File: config.mk
export PLATFORM = sky130hd
export DESIGN_NAME = pipe_hazard_tracker_flat
export DESIGN_NICKNAME = d
export VERILOG_FILES = /design/src/rtl/pipe_hazard_tracker_pkg.sv /design/src/rtl/pipe_hazard_tracker_if.sv /design/src/rtl/pipe_hazard_tracker_src.sv /design/src/rtl/pipe_hazard_tracker.sv /design/src/flat_wrapper.sv
export SDC_FILE = /design/constraint.sdc
export NUM_CORES = 1
export LEC_CHECK = 0
export BUFFER_PORTS_ARGS = -buffer_cell sky130_fd_sc_hd__buf_2
export CAP_MARGIN = 25
export CORE_AREA = 4 4 100 102
export DETAILED_ROUTE_END_ITERATION = 7
export DIE_AREA = 0 0 104 106
export PLACE_DENSITY = 0.83
export RECOVER_POWER = 100
export SLEW_MARGIN = 20
export SYNTH_ARGS = -nofsm -noshare
export SYNTH_HDL_FRONTEND = slang
export SYNTH_HIERARCHICAL = 1
export SYNTH_SLANG_ARGS = --single-unit
File: constraint.sdc
create_clock -name clk -period 4.4 [get_ports clk]
set_input_delay 0.44 -clock clk [delete_from_list [all_inputs] [get_ports clk]]
set_output_delay 0.44 -clock clk [all_outputs]
set_load 0.1 [all_outputs]
File: src/rtl/pipe_hazard_tracker_pkg.sv
// Shared constants for the in-flight result tracker.
// Holds forward-select encoding and ready-stage codes.
package pipe_hazard_tracker_pkg;

    localparam int DEF_STAGES  = 3;
    localparam int DEF_DATA_W  = 32;
    localparam int DEF_ADDR_W  = 5;
    localparam int DEF_SRC_CNT = 2;

    localparam int FWD_RF      = 0;
    localparam int RDY_ALU     = 0;
    localparam int RDY_LOAD    = 1;

    function automatic int fwd_sel_of(input int stage);
        return stage + 1;
    endfunction

endpackage

File: src/rtl/pipe_hazard_tracker_if.sv
// Decode-side and stage-side bundle of the hazard tracker.
// The controller is the master, the tracker the slave.
interface pipe_hazard_tracker_if #(
    parameter int STAGES  = 3,
    parameter int DATA_W  = 32,
    parameter int ADDR_W  = 5,
    parameter int SRC_CNT = 2
);
    localparam int SEL_W = $clog2(STAGES + 1);
    localparam int LAT_W = $clog2(STAGES);

    logic                      id_valid;
    logic                      id_flush;
    logic                      id_we;
    logic [ADDR_W-1:0]         id_dest;
    logic [LAT_W-1:0]          id_rdy_stage;
    logic [SRC_CNT-1:0]        id_src_used;
    logic [SRC_CNT*ADDR_W-1:0] id_src_addr;
    logic [SRC_CNT*DATA_W-1:0] id_rf_data;
    logic [STAGES-1:0]         stg_flush;
    logic [STAGES*DATA_W-1:0]  stg_data;
    logic                      stall;
    logic [SRC_CNT*SEL_W-1:0]  fwd_sel;
    logic [SRC_CNT*DATA_W-1:0] fwd_data;
    logic [STAGES-1:0]         stg_valid;

    modport master (
        output id_valid, id_flush, id_we, id_dest, id_rdy_stage,
        output id_src_used, id_src_addr, id_rf_data,
        output stg_flush, stg_data,
        input  stall, fwd_sel, fwd_data, stg_valid
    );

    modport slave (
        input  id_valid, id_flush, id_we, id_dest, id_rdy_stage,
        input  id_src_used, id_src_addr, id_rf_data,
        input  stg_flush, stg_data,
        output stall, fwd_sel, fwd_data, stg_valid
    );

endinterface

File: src/rtl/pipe_hazard_tracker_src.sv
// Resolves one decode source against the in-flight entries.
// Youngest live match wins; a not-ready winner makes the source pending.
module pipe_hazard_tracker_src
    import pipe_hazard_tracker_pkg::*;
#(
    parameter int STAGES = 3,
    parameter int DATA_W = 32,
    parameter int ADDR_W = 5,
    parameter int SEL_W  = 2,
    parameter int LAT_W  = 2
) (
    input  logic                     consider,
    input  logic [ADDR_W-1:0]        addr,
    input  logic [DATA_W-1:0]        rf_data,
    input  logic [STAGES-1:0]        live,
    input  logic [STAGES*ADDR_W-1:0] dest,
    input  logic [STAGES*LAT_W-1:0]  rdy,
    input  logic [STAGES*DATA_W-1:0] stg_data,
    output logic                     pending,
    output logic [SEL_W-1:0]         sel,
    output logic [DATA_W-1:0]        data
);

    logic              hit;
    logic              hit_rdy;
    logic [SEL_W-1:0]  hit_sel;
    logic [DATA_W-1:0] hit_data;

    // Scan oldest to youngest so the lowest index overrides.
    always_comb begin
        hit      = 1'b0;
        hit_rdy  = 1'b0;
        hit_sel  = SEL_W'(FWD_RF);
        hit_data = rf_data;
        for (int i = STAGES - 1; i >= 0; i--) begin
            if (live[i] && dest[i*ADDR_W +: ADDR_W] == addr) begin
                hit      = 1'b1;
                hit_rdy  = i >= int'(rdy[i*LAT_W +: LAT_W]);
                hit_sel  = SEL_W'(fwd_sel_of(i));
                hit_data = stg_data[i*DATA_W +: DATA_W];
            end
        end
    end

    always_comb begin
        pending = 1'b0;
        sel     = SEL_W'(FWD_RF);
        data    = rf_data;
        if (consider && hit) begin
            if (hit_rdy) begin
                sel  = hit_sel;
                data = hit_data;
            end else begin
                pending = 1'b1;
            end
        end
    end

endmodule

File: src/rtl/pipe_hazard_tracker.sv
// In-flight result tracker between ID and EX: entry shift chain,
// per-source forwarding and the decode stall.
module pipe_hazard_tracker
    import pipe_hazard_tracker_pkg::*;
#(
    parameter int STAGES  = DEF_STAGES,
    parameter int DATA_W  = DEF_DATA_W,
    parameter int ADDR_W  = DEF_ADDR_W,
    parameter int SRC_CNT = DEF_SRC_CNT
) (
    input  logic                   clk,
    input  logic                   rst,
    pipe_hazard_tracker_if.slave   bus
);

    localparam int SEL_W = $clog2(STAGES + 1);
    localparam int LAT_W = $clog2(STAGES);

    logic [STAGES-1:0]        valid_q, valid_d;
    logic [STAGES-1:0]        we_q, we_d;
    logic [STAGES*ADDR_W-1:0] dest_q, dest_d;
    logic [STAGES*LAT_W-1:0]  rdy_q, rdy_d;

    logic [STAGES-1:0]        live;
    logic [SRC_CNT-1:0]       consider;
    logic [SRC_CNT-1:0]       pending;
    logic                     issue;

    assign issue = bus.id_valid & ~bus.id_flush & ~bus.stall;

    always_comb begin
        for (int i = 0; i < STAGES; i++) begin
            live[i] = valid_q[i] & we_q[i]
                    & (dest_q[i*ADDR_W +: ADDR_W] != '0)
                    & ~bus.stg_flush[i];
        end
    end

    always_comb begin
        for (int s = 0; s < SRC_CNT; s++) begin
            consider[s] = bus.id_valid & ~bus.id_flush
                        & bus.id_src_used[s]
                        & (bus.id_src_addr[s*ADDR_W +: ADDR_W] != '0);
        end
    end

    for (genvar s = 0; s < SRC_CNT; s++) begin : g_src
        pipe_hazard_tracker_src #(
            .STAGES (STAGES),
            .DATA_W (DATA_W),
            .ADDR_W (ADDR_W),
            .SEL_W  (SEL_W),
            .LAT_W  (LAT_W)
        ) u_src (
            .consider (consider[s]),
            .addr     (bus.id_src_addr[s*ADDR_W +: ADDR_W]),
            .rf_data  (bus.id_rf_data[s*DATA_W +: DATA_W]),
            .live     (live),
            .dest     (dest_q),
            .rdy      (rdy_q),
            .stg_data (bus.stg_data),
            .pending  (pending[s]),
            .sel      (bus.fwd_sel[s*SEL_W +: SEL_W]),
            .data     (bus.fwd_data[s*DATA_W +: DATA_W])
        );
    end

    assign bus.stall     = |pending;
    assign bus.stg_valid = valid_q;

    // A stalled decode slot enters stage 0 as a bubble.
    always_comb begin
        valid_d = '0;
        we_d    = '0;
        dest_d  = '0;
        rdy_d   = '0;
        valid_d[0]          = issue;
        we_d[0]             = bus.id_we;
        dest_d[0 +: ADDR_W] = bus.id_dest;
        rdy_d[0 +: LAT_W]   = bus.id_rdy_stage;
        for (int i = 1; i < STAGES; i++) begin
            valid_d[i] = valid_q[i-1] & ~bus.stg_flush[i-1];
            we_d[i]    = we_q[i-1];
            dest_d[i*ADDR_W +: ADDR_W] = dest_q[(i-1)*ADDR_W +: ADDR_W];
            rdy_d[i*LAT_W +: LAT_W]    = rdy_q[(i-1)*LAT_W +: LAT_W];
        end
    end

    always_ff @(posedge clk or negedge rst) begin
        if (!rst) begin
            valid_q <= '0;
            we_q    <= '0;
            dest_q  <= '0;
            rdy_q   <= '0;
        end else begin
            valid_q <= valid_d;
            we_q    <= we_d;
            dest_q  <= dest_d;
            rdy_q   <= rdy_d;
        end
    end

endmodule
File: src/flat_wrapper.sv
// flat-port wrapper written by rule: the top's interface ports become plain ports
module pipe_hazard_tracker_flat import pipe_hazard_tracker_pkg::*;
#(
    parameter int STAGES  = DEF_STAGES,
    parameter int DATA_W  = DEF_DATA_W,
    parameter int ADDR_W  = DEF_ADDR_W,
    parameter int SRC_CNT = DEF_SRC_CNT
)
  (clk, rst, bus_id_valid, bus_id_flush, bus_id_we, bus_id_dest, bus_id_rdy_stage, bus_id_src_used, bus_id_src_addr, bus_id_rf_data, bus_stg_flush, bus_stg_data, bus_stall, bus_fwd_sel, bus_fwd_data, bus_stg_valid);
  pipe_hazard_tracker_if #(.STAGES(STAGES), .DATA_W(DATA_W), .ADDR_W(ADDR_W), .SRC_CNT(SRC_CNT)) bus_i ();
  input  logic clk;
  input  logic rst;
  input wire logic [$bits(bus_i.id_valid)-1:0] bus_id_valid;
  input wire logic [$bits(bus_i.id_flush)-1:0] bus_id_flush;
  input wire logic [$bits(bus_i.id_we)-1:0] bus_id_we;
  input wire logic [$bits(bus_i.id_dest)-1:0] bus_id_dest;
  input wire logic [$bits(bus_i.id_rdy_stage)-1:0] bus_id_rdy_stage;
  input wire logic [$bits(bus_i.id_src_used)-1:0] bus_id_src_used;
  input wire logic [$bits(bus_i.id_src_addr)-1:0] bus_id_src_addr;
  input wire logic [$bits(bus_i.id_rf_data)-1:0] bus_id_rf_data;
  input wire logic [$bits(bus_i.stg_flush)-1:0] bus_stg_flush;
  input wire logic [$bits(bus_i.stg_data)-1:0] bus_stg_data;
  output wire logic [$bits(bus_i.stall)-1:0] bus_stall;
  output wire logic [$bits(bus_i.fwd_sel)-1:0] bus_fwd_sel;
  output wire logic [$bits(bus_i.fwd_data)-1:0] bus_fwd_data;
  output wire logic [$bits(bus_i.stg_valid)-1:0] bus_stg_valid;
  assign bus_i.id_valid = bus_id_valid;
  assign bus_i.id_flush = bus_id_flush;
  assign bus_i.id_we = bus_id_we;
  assign bus_i.id_dest = bus_id_dest;
  assign bus_i.id_rdy_stage = bus_id_rdy_stage;
  assign bus_i.id_src_used = bus_id_src_used;
  assign bus_i.id_src_addr = bus_id_src_addr;
  assign bus_i.id_rf_data = bus_id_rf_data;
  assign bus_i.stg_flush = bus_stg_flush;
  assign bus_i.stg_data = bus_stg_data;
  assign bus_stall = bus_i.stall;
  assign bus_fwd_sel = bus_i.fwd_sel;
  assign bus_fwd_data = bus_i.fwd_data;
  assign bus_stg_valid = bus_i.stg_valid;
  pipe_hazard_tracker #(.STAGES(STAGES), .DATA_W(DATA_W), .ADDR_W(ADDR_W), .SRC_CNT(SRC_CNT)) u_core (.clk(clk), .rst(rst), .bus(bus_i));
endmodule
**Word-level counts from Yosys, hierarchy flattened**

Index checks and enable logic that the tools add are counted.

- Reduce and logical (&&, ||, !) cells: 14
- Muxes and demuxes: 36
- Bitwise logic cells: 22
- $lt $le $gt $ge: 3
- Equal/unequal tests: 6

Operators by type and width:

| cell | number |
|---|---|
| $mux 32 | 10 |
| $eq 5x5->1 | 6 |
| $reduce_bool 5->1 | 5 |
| $mux 2 | 10 |
| $and 1x1->1 | 17 |
| $mux 1 | 16 |
| $logic_and 1x1->1 | 8 |
| $not 1->1 | 5 |
| $ge 1x2->1 const A | 2 |
| $ge 2x2->1 const A | 1 |
| $reduce_or 2->1 | 1 |

- Output and inout bits: 72
- Flip-flop bits (word level): 27

**Logic depth before layout (Yosys ltp)**

- Depth after elaboration: 12
- Depth in mapped cells: 10

**Modules after synthesis**

Netlist, hierarchy kept.

Modules (own cells, without submodules):

| module | sequential area each (µm²) | area each (µm²) | times used | cells an instance |
|---|---|---|---|---|
| pipe_hazard_tracker_src | 0.0 | 1614.0 | 2 | 233 |
| pipe_hazard_tracker | 675.6 | 795.8 | 1 | 44 |

**Least setup slack after synthesis**

No wires, ideal clock.

- Path type: flip-flop to output port
- Start point: register u_core.valid_q[1] (netlist: u_core/bus.stg_valid[1])
- End point: output bus_fwd_sel[0]
- Cell stages (with the launch flop): 8
- Buffers on the path: 1
- Data arrival time: 4640 ps
- Slack: -680 ps
- Path through: dfrtp_1 nor2b_1 o211a_1 nand4_1 or3_1 a31oi_4 buf_6 a21boi_0

- Cells in the longest elaborated chain, start to end: 8
- Elaborated cells on any way between the ends: 13

Ends and longest elaborated chain:

| what | line | RTL |
|---|---|---|
| start, declared | pipe_hazard_tracker.sv:19 | `logic [STAGES-1:0] valid_q, valid_d;` |
| start signal, assigned | pipe_hazard_tracker.sv:96 | `valid_q <= valid_d;` |
| $and 1x1->1 * | pipe_hazard_tracker.sv:33 | `live[i] = valid_q[i] & we_q[i]` |
| $and 1x1->1 * | pipe_hazard_tracker.sv:34 | `& (dest_q[i*ADDR_W +: ADDR_W] != '0)` |
| $and 1x1->1 * | pipe_hazard_tracker.sv:35 | `& ~bus.stg_flush[i];` |
| net u_core.live[1] | pipe_hazard_tracker.sv:24 | `logic [STAGES-1:0] live;` |
| $logic_and 1x1->1 * | pipe_hazard_tracker_src.sv:36 | `if (live[i] && dest[i*ADDR_W +: ADDR_W] == addr) begin` |
| $mux 2 / $mux 1 (equally long branches) (2 in a row) | pipe_hazard_tracker_src.sv:36 |  |
| $mux 2 / $logic_and 1x1->1 (equally long branches) | pipe_hazard_tracker_src.sv:50, pipe_hazard_tracker_src.sv:49 |  |
| $mux 2 * | pipe_hazard_tracker_src.sv:49 | `if (consider && hit) begin` |
| end, declared | flat_wrapper.sv:24 | `output wire logic [$bits(bus_i.fwd_sel)-1:0] bus_fwd_sel;` |

The timed path passes the listed nets; every way through them passes the cells marked *.

**Worst setup path after layout**

- Start point: register u_core.dest_q[0]
- End point: output bus_fwd_data[46]

- Cells in the longest elaborated chain, start to end: 7
- Elaborated cells on any way between the ends: 11

Ends and longest elaborated chain:

| what | line | RTL |
|---|---|---|
| start, declared | pipe_hazard_tracker.sv:21 | `logic [STAGES*ADDR_W-1:0] dest_q, dest_d;` |
| start signal, assigned | pipe_hazard_tracker.sv:98 | `dest_q <= dest_d;` |
| $reduce_bool 5->1 * | pipe_hazard_tracker.sv:34 |  |
| $and 1x1->1 * | pipe_hazard_tracker.sv:34 |  |
| $and 1x1->1 * | pipe_hazard_tracker.sv:35 |  |
| net u_core.live[0] | pipe_hazard_tracker.sv:24 |  |
| $logic_and 1x1->1 * | pipe_hazard_tracker_src.sv:36 |  |
| $mux 32 / $mux 1 (equally long branches) | pipe_hazard_tracker_src.sv:36 |  |
| $mux 32 / $logic_and 1x1->1 (equally long branches) | pipe_hazard_tracker_src.sv:50, pipe_hazard_tracker_src.sv:49 |  |
| $mux 32 * | pipe_hazard_tracker_src.sv:49 |  |
| end, declared | flat_wrapper.sv:25 | `output wire logic [$bits(bus_i.fwd_data)-1:0] bus_fwd_data;` |

Marks and branches as above.

==> impl_metrics.py <==
metrics = {
    "timing": {
        "min_period_ps": 4220,
        "worst_hold_slack_ps": 256,
        "drv_slew": 0,
        "finalSetupTns_ps": 0,
        "slew_headroom_pct": 3.88,
        "hold_violations": 0,
        "fmax_mhz": 237,
        "worst_slack_ps": 178,
        "setup_viol": 0,
        "skew_ps": 1.57,
        "max_slew.worst_pin.slew_ps": 1440,
        "finalCritPeriodShare_pct": 96.0,
        "rsz0062_at_grt": "no",
    },
    "worst_setup_path": {
        "cp.required_ps": 3960,
        "crit_type": "reg -> out",
        "worst_setup_path_start_kind": "flop",
        "endpoint_kind": "output pin",
        "cp_max_fo": 24,
        "arrival_ps": 3780,
    },
    "clock_tree": {
        "clock_insertion_delay_worst_skew_ps": 280,
        "cts_tree": "done",
        "postCtsSetupBuffers": 0,
        "cts_max_path_buffers": 2,
        "cts_max_level": 1,
        "ctsResizeCount": 0,
        "numCtsBuffers": 3,
        "hold_buffers": 0,
        "cts_sinks": 27,
        "path_clk_slew_ps": 100,
        "root_buffer": "clkbuf_8",
    },
    "floorplanning": {
        "die_w_um": 104,
        "die_area_um2": 11000,
        "rows": 35,
        "fp.dieH_um": 106,
        "pin_count": 259,
        "initial_core_util_pct": 44.2,
        "core_um2": 9110,
    },
    "yosys": {
        "seq_area_frac_synth_pct": 16.8,
        "ys_seq_elements": 27,
        "yosys_most_used_dff": "dfrtp_1",
        "ys_async_sr_fraction_pct": 100,
        "syn_area_um2": 4020,
        "syn_nets": 697,
        "synth_edf_count": 0,
        "yosys-top-cells-area": "mux2_2 17%, dfrtp_1 17%, o2111ai_1 14%, a31oi_1 10%, nand3_1 8.2%",
        "avgSynthCellArea_um2": 7.89,
        "synth_top_area_share_pct": 17.4,
        "synth_most_common_cell": "nand3_1",
        "synthCells": 510,
        "yosys_warnings": 6,
        "synth_cell_type_count": 33,
        "synth_common_cells": "66 x nand3_1, 65 x nor3_1, 64 x a31oi_1, 64 x o2111ai_1, 62 x mux2_2",
        "yosysTopAreaCell": "mux2_2",
    },
    "global_route": {
        "antenna_found_initial": 0,
        "grt-ovfl-total": 0,
        "grt.total_usage_pct": 33.7,
        "grt_max_degree": 37,
        "grt_pass1_vias": 5994,
        "grt_pass1_wl_um": 31200,
    },
    "power": {
        "switching_share_pct": 48.8,
        "share_comb_of_total_power_pct": 60.5,
        "p_leak_nw": 2.48,
        "power_density_nw_per_um2": 168,
        "internal-power_mw": 0.550,
        "p_clk_share_pct": 13.9,
        "p_switching_mw": 0.524,
        "seqPwrFrac_pct": 25.6,
        "ir_drop_mv": 0.196,
    },
    "drt": {
        "drtIter0Drc": 627,
        "ant_nets": 0,
        "num_vias": 5930,
        "post_drt_wl_per_cell_um": 23.6,
        "vias_per_cell": 7.08,
        "wl_um": 19800,
        "drt_pass1_iterations": 7,
        "drcViolationCount": 0,
    },
    "placement": {
        "portBuffers": 258,
        "pre_cts_ws_ps": 758,
        "gp_congestion": 0.939,
        "post-dp-hpwl_um": 14500,
        "post_dp_cell_area_um2": 6390,
    },
    "cells_and_area": {
        "antenna_cells": 0,
        "fillerInstances": 708,
        "area_growth_syn_to_layout_pct": 59.0,
        "seq_area_um2": 676,
        "final_nets": 915,
        "layout-drive-gt1-share_pct": 43.5,
        "multi_input_area_um2": 3060,
        "stdcell_area_um2": 6400,
    },
    "run_status": {
        "status": "complete, no violations",
    },
    "job": {
        "drv_cap": 0,
    },
    "hold_path": {
        "hold_class": "in -> reg",
    },
}
[worst paths after layout]
kind                             startpoint                 endpoint  slack (ps)  cells past startpoint
hold / removal               bus_id_dest[4]         u_core/dest_q[4]         260                      1
hold reg to reg             u_core/rdy_q[2]          u_core/rdy_q[4]         360                      0
setup reg to reg           u_core/dest_q[0]  u_core/bus.stg_valid[0]        1220                      9
min in group asynchronous               rst  u_core/bus.stg_valid[1]         480                      1
max in group asynchronous               rst        u_core/dest_q[11]        3080                      1
setup / recovery           u_core/dest_q[0]         bus_fwd_data[46]         180                      8
[cell usage in the layout (no fill, tap or decap), types with 3 or more instances in the layout]
| cell | instances |
|---|---|
| clkbuf_1 | 4 |
| xor2_1 | 12 |
| nand2_1 | 6 |
| clkbuf_8 | 3 |
| o2111ai_1 | 64 |
| o311a_1 | 4 |
| nand4_1 | 4 |
| and3_1 | 4 |
| or3_1 | 4 |
| a31oi_1 | 64 |
| buf_4 | 20 |
| o211ai_1 | 6 |
| nor2b_1 | 4 |
| xnor2_1 | 18 |
| mux2_1 | 38 |
| nor2_1 | 3 |
| nand3_1 | 66 |
| nor3_1 | 65 |
| buf_12 | 68 |
| clkbuf_2 | 3 |
| buf_2 | 185 |
| or2_2 | 3 |
| dfrtp_1 | 27 |
| mux2_2 | 26 |
[logic make-up after synthesis]
group                  synth area share (%)
buffers and inverters                  7.59
flip-flops                             16.8
AO/OA/AOI/OAI                          28.7
XOR/XNOR                               6.53
AND/OR/NAND/NOR                        22.5
multiplexers                           17.9
[worst max-delay path: stages (launching register included)]
cell and delay (ps):
dfrtp_1 430, or4_1 520, o211a_1 240, nand2_1 540
o31ai_1 190, a31oi_2 700, buf_12 280, mux2_2 400
buf_12 180
[layout make-up]
cell class,instances,area share (%)
clock inverters,1,0.137
flip-flops and latches,27,10.6
well taps,111,2.17
clock buffers,3,0.646
repair buffers,281,38.7
multi-input cells,415,47.8
[power by group through the flow]
stage | clock network, mW | registers (mW) | logic [mW]
2_1_floorplan | 0 | 0.283 | 0.352
3_3_place_gp | 0 | 0.277 | 0.637
3_5_place_dp | 0 | 0.279 | 0.648
4_1_cts | 0.152 | 0.274 | 0.650
5_1_grt | 0.160 | 0.276 | 0.670
6_report | 0.150 | 0.274 | 0.650
[registers in the layout, summed over array words and instances, names as in the netlist]
signal                flops
u_core/we_q               3
u_core/bus.stg_valid      3
u_core/rdy_q              6
u_core/dest_q            15
[through the flow]
step / utilization [%] / cells / total power [mW]
finish: 70.2 / 838 / 1.07
global placement: 70.2 / 834 / 0.914
CTS: 70.7 / 838 / 1.08
detailed placement: 70.2 / 834 / 0.927
floorplan: - / 510 / 0.634
global route: 70.2 / 838 / 1.11
[metal layers]
layer	GRT usage (%)	wire (µm)
met3	7.10	2540
met1	39.6	6730
met2	58.8	9430
met5	0	0
met4	15.5	1070
No activity file was read; power rests on OpenSTA's default activity.
